--- src/rtl/arbitro_funcionalidades_pkg.sv ---
// Shared definitions for the front-panel two-user arbiter: role codes,
// priority encoding, basic-user permission mask and status display bit positions.
package arbitro_funcionalidades_pkg;

    localparam logic [2:0] ROLE_ADMIN   = 3'b101;
    localparam logic [2:0] ROLE_USER    = 3'b001;
    localparam logic [2:0] FUNC_NEUTRAL = 3'b000;

    // Bit f-1 set means the basic user may execute function f (1, 3, 4, 6).
    localparam logic [6:0] USER_FUNC_MASK = 7'b0101101;

    typedef enum logic [1:0] {
        PRIO_NONE  = 2'd0,
        PRIO_USER  = 2'd1,
        PRIO_ADMIN = 2'd2
    } prio_t;

    localparam int DISP_CONFLICT  = 0;
    localparam int DISP_WIN1      = 1;
    localparam int DISP_DENIED0   = 2;
    localparam int DISP_DENIED1   = 3;
    localparam int DISP_EXEC0     = 4;
    localparam int DISP_EXEC1     = 5;

    function automatic prio_t priority_of(
        input logic [2:0] code,
        input logic [2:0] admin_code,
        input logic [2:0] user_code
    );
        if (code == admin_code)
            return PRIO_ADMIN;
        else if (code == user_code)
            return PRIO_USER;
        else
            return PRIO_NONE;
    endfunction

endpackage

--- src/rtl/arbitro_funcionalidades_if.sv ---
// Panel-side bundle: the two user/function channels in, the LED and display outputs back.
interface arbitro_funcionalidades_if;
    logic [2:0] user0;
    logic [2:0] func0;
    logic [2:0] user1;
    logic [2:0] func1;
    logic [6:0] matrix;
    logic [3:0] leds;
    logic [7:0] disp;

    modport master (
        output user0, func0, user1, func1,
        input  matrix, leds, disp
    );

    modport slave (
        input  user0, func0, user1, func1,
        output matrix, leds, disp
    );
endinterface

--- src/rtl/arbitro_funcionalidades_func_decoder.sv ---
// Per-channel combinational decode: priority, permission and the output
// contribution the channel would make if it gets to execute.
module arbitro_funcionalidades_func_decoder
    import arbitro_funcionalidades_pkg::*;
#(
    parameter logic [2:0] ADMIN_CODE = ROLE_ADMIN,
    parameter logic [2:0] USER_CODE  = ROLE_USER
) (
    input  logic [2:0] user,
    input  logic [2:0] func,
    output prio_t      prio,
    output logic       active,
    output logic       denied,
    output logic [6:0] matrix_c,
    output logic [3:0] leds_c
);

    logic permitted;
    logic requested;

    always_comb begin
        prio      = priority_of(user, ADMIN_CODE, USER_CODE);
        requested = (func != FUNC_NEUTRAL);
        permitted = 1'b0;
        matrix_c  = 7'd0;
        leds_c    = 4'd0;

        if (requested) begin
            case (prio)
                PRIO_ADMIN: permitted = 1'b1;
                PRIO_USER:  permitted = USER_FUNC_MASK[func - 3'd1];
                default:    permitted = 1'b0;
            endcase
        end

        active = requested && permitted;
        denied = requested && !permitted;

        if (active && prio == PRIO_ADMIN)
            matrix_c = 7'd1 << (func - 3'd1);

        // leds order is {LED6, LED4, LED3, LED1}
        if (active && prio == PRIO_USER) begin
            case (func)
                3'd1:    leds_c = 4'b0001;
                3'd3:    leds_c = 4'b0010;
                3'd4:    leds_c = 4'b0100;
                3'd6:    leds_c = 4'b1000;
                default: leds_c = 4'b0000;
            endcase
        end
    end

endmodule

--- src/rtl/arbitro_funcionalidades.sv ---
// Two-user panel arbiter: decodes both channels, resolves same-function
// conflicts by priority (channel 0 on ties) and registers the merged outputs.
module arbitro_funcionalidades
    import arbitro_funcionalidades_pkg::*;
#(
    parameter logic [2:0] ADMIN_CODE = ROLE_ADMIN,
    parameter logic [2:0] USER_CODE  = ROLE_USER
) (
    input  logic                      clk,
    input  logic                      rst,
    arbitro_funcionalidades_if.slave  bus
);

    logic [2:0] user_arr   [2];
    logic [2:0] func_arr   [2];
    prio_t      prio_arr   [2];
    logic       active_arr [2];
    logic       denied_arr [2];
    logic [6:0] matrix_arr [2];
    logic [3:0] leds_arr   [2];

    assign user_arr[0] = bus.user0;
    assign func_arr[0] = bus.func0;
    assign user_arr[1] = bus.user1;
    assign func_arr[1] = bus.func1;

    generate
        for (genvar gi = 0; gi < 2; gi++) begin : g_chan
            arbitro_funcionalidades_func_decoder #(
                .ADMIN_CODE (ADMIN_CODE),
                .USER_CODE  (USER_CODE)
            ) u_dec (
                .user     (user_arr[gi]),
                .func     (func_arr[gi]),
                .prio     (prio_arr[gi]),
                .active   (active_arr[gi]),
                .denied   (denied_arr[gi]),
                .matrix_c (matrix_arr[gi]),
                .leds_c   (leds_arr[gi])
            );
        end
    endgenerate

    logic       conflict;
    logic       win1;
    logic       exec0;
    logic       exec1;
    logic [6:0] matrix_next, matrix_reg;
    logic [3:0] leds_next,   leds_reg;
    logic [7:0] disp_next,   disp_reg;

    always_comb begin
        conflict = active_arr[0] && active_arr[1] && (func_arr[0] == func_arr[1]);
        // Channel 1 only takes a conflict with strictly higher priority.
        win1     = conflict && (prio_arr[1] > prio_arr[0]);
        exec0    = active_arr[0] && !win1;
        exec1    = active_arr[1] && !(conflict && !win1);

        matrix_next = (exec0 ? matrix_arr[0] : 7'd0) | (exec1 ? matrix_arr[1] : 7'd0);
        leds_next   = (exec0 ? leds_arr[0]   : 4'd0) | (exec1 ? leds_arr[1]   : 4'd0);

        disp_next                = 8'd0;
        disp_next[DISP_CONFLICT] = conflict;
        disp_next[DISP_WIN1]     = win1;
        disp_next[DISP_DENIED0]  = denied_arr[0];
        disp_next[DISP_DENIED1]  = denied_arr[1];
        disp_next[DISP_EXEC0]    = exec0;
        disp_next[DISP_EXEC1]    = exec1;
    end

    always_ff @(posedge clk) begin
        if (rst) begin
            matrix_reg <= 7'd0;
            leds_reg   <= 4'd0;
            disp_reg   <= 8'd0;
        end else begin
            matrix_reg <= matrix_next;
            leds_reg   <= leds_next;
            disp_reg   <= disp_next;
        end
    end

    assign bus.matrix = matrix_reg;
    assign bus.leds   = leds_reg;
    assign bus.disp   = disp_reg;

endmodule

--- src/flat_wrapper.sv ---
// flat-port wrapper written by rule: the top's interface ports become plain ports
module arbitro_funcionalidades_flat import arbitro_funcionalidades_pkg::*;
#(
    parameter logic [2:0] ADMIN_CODE = ROLE_ADMIN,
    parameter logic [2:0] USER_CODE  = ROLE_USER
)
  (clk, rst, bus_user0, bus_func0, bus_user1, bus_func1, bus_matrix, bus_leds, bus_disp);
  arbitro_funcionalidades_if bus_i ();
  input  logic clk;
  input  logic rst;
  input wire logic [$bits(bus_i.user0)-1:0] bus_user0;
  input wire logic [$bits(bus_i.func0)-1:0] bus_func0;
  input wire logic [$bits(bus_i.user1)-1:0] bus_user1;
  input wire logic [$bits(bus_i.func1)-1:0] bus_func1;
  output wire logic [$bits(bus_i.matrix)-1:0] bus_matrix;
  output wire logic [$bits(bus_i.leds)-1:0] bus_leds;
  output wire logic [$bits(bus_i.disp)-1:0] bus_disp;
  assign bus_i.user0 = bus_user0;
  assign bus_i.func0 = bus_func0;
  assign bus_i.user1 = bus_user1;
  assign bus_i.func1 = bus_func1;
  assign bus_matrix = bus_i.matrix;
  assign bus_leds = bus_i.leds;
  assign bus_disp = bus_i.disp;
  arbitro_funcionalidades #(.ADMIN_CODE(ADMIN_CODE), .USER_CODE(USER_CODE)) u_core (.clk(clk), .rst(rst), .bus(bus_i));
endmodule
--- config.mk ---
export PLATFORM = sky130hd
export DESIGN_NAME = arbitro_funcionalidades_flat
export DESIGN_NICKNAME = d
export VERILOG_FILES = /design/src/rtl/arbitro_funcionalidades_pkg.sv /design/src/rtl/arbitro_funcionalidades_if.sv /design/src/rtl/arbitro_funcionalidades_func_decoder.sv /design/src/rtl/arbitro_funcionalidades.sv /design/src/flat_wrapper.sv
export SDC_FILE = /design/constraint.sdc
export NUM_CORES = 1
export LEC_CHECK = 0
export CORE_AREA = 4 4 44 75
export CTS_CLUSTER_DIAMETER = 150
export DETAILED_ROUTE_END_ITERATION = 8
export DIE_AREA = 0 0 48 79
export PLACE_DENSITY_LB_ADDON = 0.05
export SLEW_MARGIN = 20
export SYNTH_ARGS = -nofsm -noshare
export SYNTH_HDL_FRONTEND = slang
export SYNTH_SLANG_ARGS = --single-unit
--- constraint.sdc ---
create_clock -name clk -period 2.38 [get_ports clk]
set_input_delay 0.476 -clock clk [delete_from_list [all_inputs] [get_ports clk]]
set_output_delay 0.476 -clock clk [all_outputs]
set_load 0.005 [all_outputs]
==> flow_metrics.py <==
metrics = {
    "run_status": {
        "outcome": "finished, final reports clean",
    },
    "sta": {
        "finalCriticalPeriod_ns": 2.302,
        "timing.final.max_slew_violations": 0,
        "whs_ns": 0.6043,
        "clock.fmax_mhz": 434.4,
        "fin_crit_sh_pct": 96.72,
        "setup_tns_ns": 0,
        "setup_viol": 0,
        "finalHoldViolCount": 0,
    },
    "synth": {
        "synth_area_leaders": "dfxtp_1, ha_1, o311ai_0",
        "synth_seq_cells": 17,
        "seq_area_frac_synth_pct": 31.96,
        "syn_area_per_cell_um2": 8.587,
        "syn_area_um2": 1065,
        "ys.warnings.count": 0,
        "syn_inst": 124,
        "synth_top_area_share_pct": 31.96,
        "synth_cell_types": 36,
        "synth.largest_area_cell": "dfxtp_1",
    },
    "global_routing": {
        "grt_pass1_vias": 1198,
        "grt_pass1_wl_um": 5444,
        "grt_max_degree": 14,
        "antenna_found_initial": 0,
        "grtUsageTotal_pct": 19.97,
        "grt.overflow.total": 0,
    },
    "detailed_routing": {
        "firstDrtPassIters": 4,
        "drt-initial-drc-count": 28,
        "route.detailed.wl_per_inst_um": 16.26,
        "wl_um": 3529,
        "drc": 0,
        "dr_total_vias": 1208,
        "drtAntennaViolNets": 0,
        "vias_per_cell": 5.567,
    },
    "setup_path": {
        "cpMostUsedCell": "buf_4",
        "path_class": "in -> reg",
        "start_kind": "input port",
        "slowest_stage": "clkdlybuf4s50_1",
        "slowest_delay_ns": 0.44,
        "cp_cell_sequence": "clkdlybuf4s50_1 > nand3b_1 > ha_1 > nor2b_1 > o21ai_1 > buf_4 > o311ai_2 > buf_4 > o22ai_2",
        "cp_max_fo": 9,
        "worstPathRequired_ns": 2.56,
        "crit_arrival_ns": 2.48,
        "crit_buf_inv": 3,
        "cpLargestDelayFamily": "buffers and inverters",
        "cp-end-kind": "register",
    },
    "hold_path": {
        "hold-path-cell-count": 3,
        "hold_class": "in -> reg",
        "hold_path_end": "u_core.bus.leds[2]",
        "holdCritStartpoint": "bus_func0[0]",
    },
    "finish": {
        "fin_cells": 217,
        "final_common_cell": "buf_4",
        "diodes": 0,
        "drive_gt1_share_pct": 37.89,
        "fin_nets": 213,
        "largest_reg_flops": 7,
        "fin_util_pct": 71.02,
        "final_cell_mix": "buf_4, clkdlybuf4s50_1, dfxtp_1, nor3_1, inv_1",
        "syn_to_final_growth_pct": 79.44,
    },
    "place": {
        "globalplace.congestion": 0.8766,
        "dp.cells": 209,
        "hpwl_um": 2627,
        "numPortBuffers": 30,
    },
    "floorplan": {
        "ios": 33,
        "initial_core_util_pct": 39.58,
        "dieHeight_um": 79,
        "rows": 25,
        "die_area_um2": 3792,
        "coreArea_um2": 2690,
        "die_w_um": 48,
    },
    "clock_network": {
        "hold_buffers": 0,
        "numCtsBuffers": 3,
        "cts_root_buf": "clkbuf_8",
        "cts_max_path_buffers": 2,
        "cts_tree": "yes",
        "h-tree-depth": 1,
        "clk_transition_reported_paths_ns": 0.07,
        "cts.sinks": 17,
    },
    "power_and_ir_drop": {
        "vdd.ir_drop.worst_uv": 419.8,
        "powerDensity_nw_per_um2": 390.9,
        "power_w": 0.0007468,
        "p_sw_w": 0.0002171,
        "clockPowerShare_pct": 29.7,
        "p_int_w": 0.0005297,
        "power.share.combinational_pct": 31.4,
        "sw_frac_of_total_pct": 29.07,
        "power_leakage_nw": 0.7594,
        "power_frac_seq_pct": 38.9,
    },
    "job": {
        "maxCapViolations": 0,
    },
}
-- power by group through the flow --
stage	logic, W	clock network (W)	registers [W]
final	0.000234	0.000222	0.000291
after global placement	0.000187	0	0.000297
after floorplan	0.0000832	0	0.000298
after CTS	0.000218	0.000224	0.000291
after detailed placement	0.000194	0	0.000297
after global routing	0.000252	0.000234	0.000291
-- synth_stat cells, drive strengths merged --
cell / count
dfxtp: 17
nor3: 12
inv: 10
ha: 8
o311ai: 8
buf: 6
nor2b: 6
o21ai: 6
nor2: 5
or4b: 5
clkbuf: 4
nand2b: 4
o22ai: 4
nand3b: 3
or4: 3
xnor2: 3
a21oi: 2
nand2: 2
nand3: 2
nand4: 2
nand4b: 2
a2111oi: 1
a211o: 1
and2: 1
and4bb: 1
conb: 1
nor3b: 1
nor4b: 1
o31ai: 1
o32ai: 1
or2: 1
-- area by class of cell --
class / instances / area [um2]
timing repair buffer: 71 / 633.1
clock inverter: 1 / 5.005
inverter: 10 / 37.54
clock buffer: 3 / 41.29
fill: 212 / 779.5
tap: 27 / 33.78
multi-input combinational: 88 / 819.5
sequential: 17 / 340.3
-- tightest hold or removal path: cells and delay by family --
kind / cells / cell delay, ns
simple gates: 1 / 0.14
compound gates: 1 / 0.07
buf+inv: 1 / 0.12
-- logic make-up after synthesis --
| family | synth area share, % |
|---|---|
| buffers and inverters | 8.813 |
| adder cells (fa/ha/maj) | 9.401 |
| other | 0.3522 |
| AO/OA/AOI/OAI | 16.45 |
| XOR/XNOR | 2.468 |
| AND/OR/NAND/NOR | 30.55 |
| flip-flops | 31.96 |
-- how the worst max path moves through the flow --
stage | from | endpoint | slack (ns) | cells past startpoint
floorplan | bus_func0[0] | u_core.bus.leds[1] | 0.01 | 8
global route | bus_user0[1] | u_core.bus.matrix[5] | -0.06 | 9
finish | bus_user0[1] | u_core.bus.matrix[5] | 0.08 | 9
global placement | bus_func0[0] | u_core.bus.leds[1] | -0.45 | 9
CTS | bus_user0[1] | u_core.bus.matrix[5] | 0.002 | 9
detailed placement | bus_func1[1] | u_core.bus.leds[2] | -0.53 | 8
-- routing by layer --
layer  global-route usage (%)  vias up  share of wire [%]
met3                    2.268        6                4.3
met5                        0        -                  0
met1                    19.81      571                 36
met4                    7.008        0                2.5
met2                    38.33       41                 57
li1                         -      590                  -
-- repair_timing --
action | 4_1_cts | 5_1_grt
setup buffers | 4 | 0
gates cloned | 0 | 0
resized for setup | 25 | 17
pin swaps | 6 | 6
endpoints found under the setup margin | 12 | 12
-- through the flow --
stage | setup WS, ns | cell area, um2
detailed placement | -0.5302 | 1662
floorplan | 0.01437 | 1094
global route | -0.06370 | 1911
finish | 0.07814 | 1911
global placement | -0.4454 | 1662
CTS | 0.001947 | 1833
(Power assumes the default switching activity.)
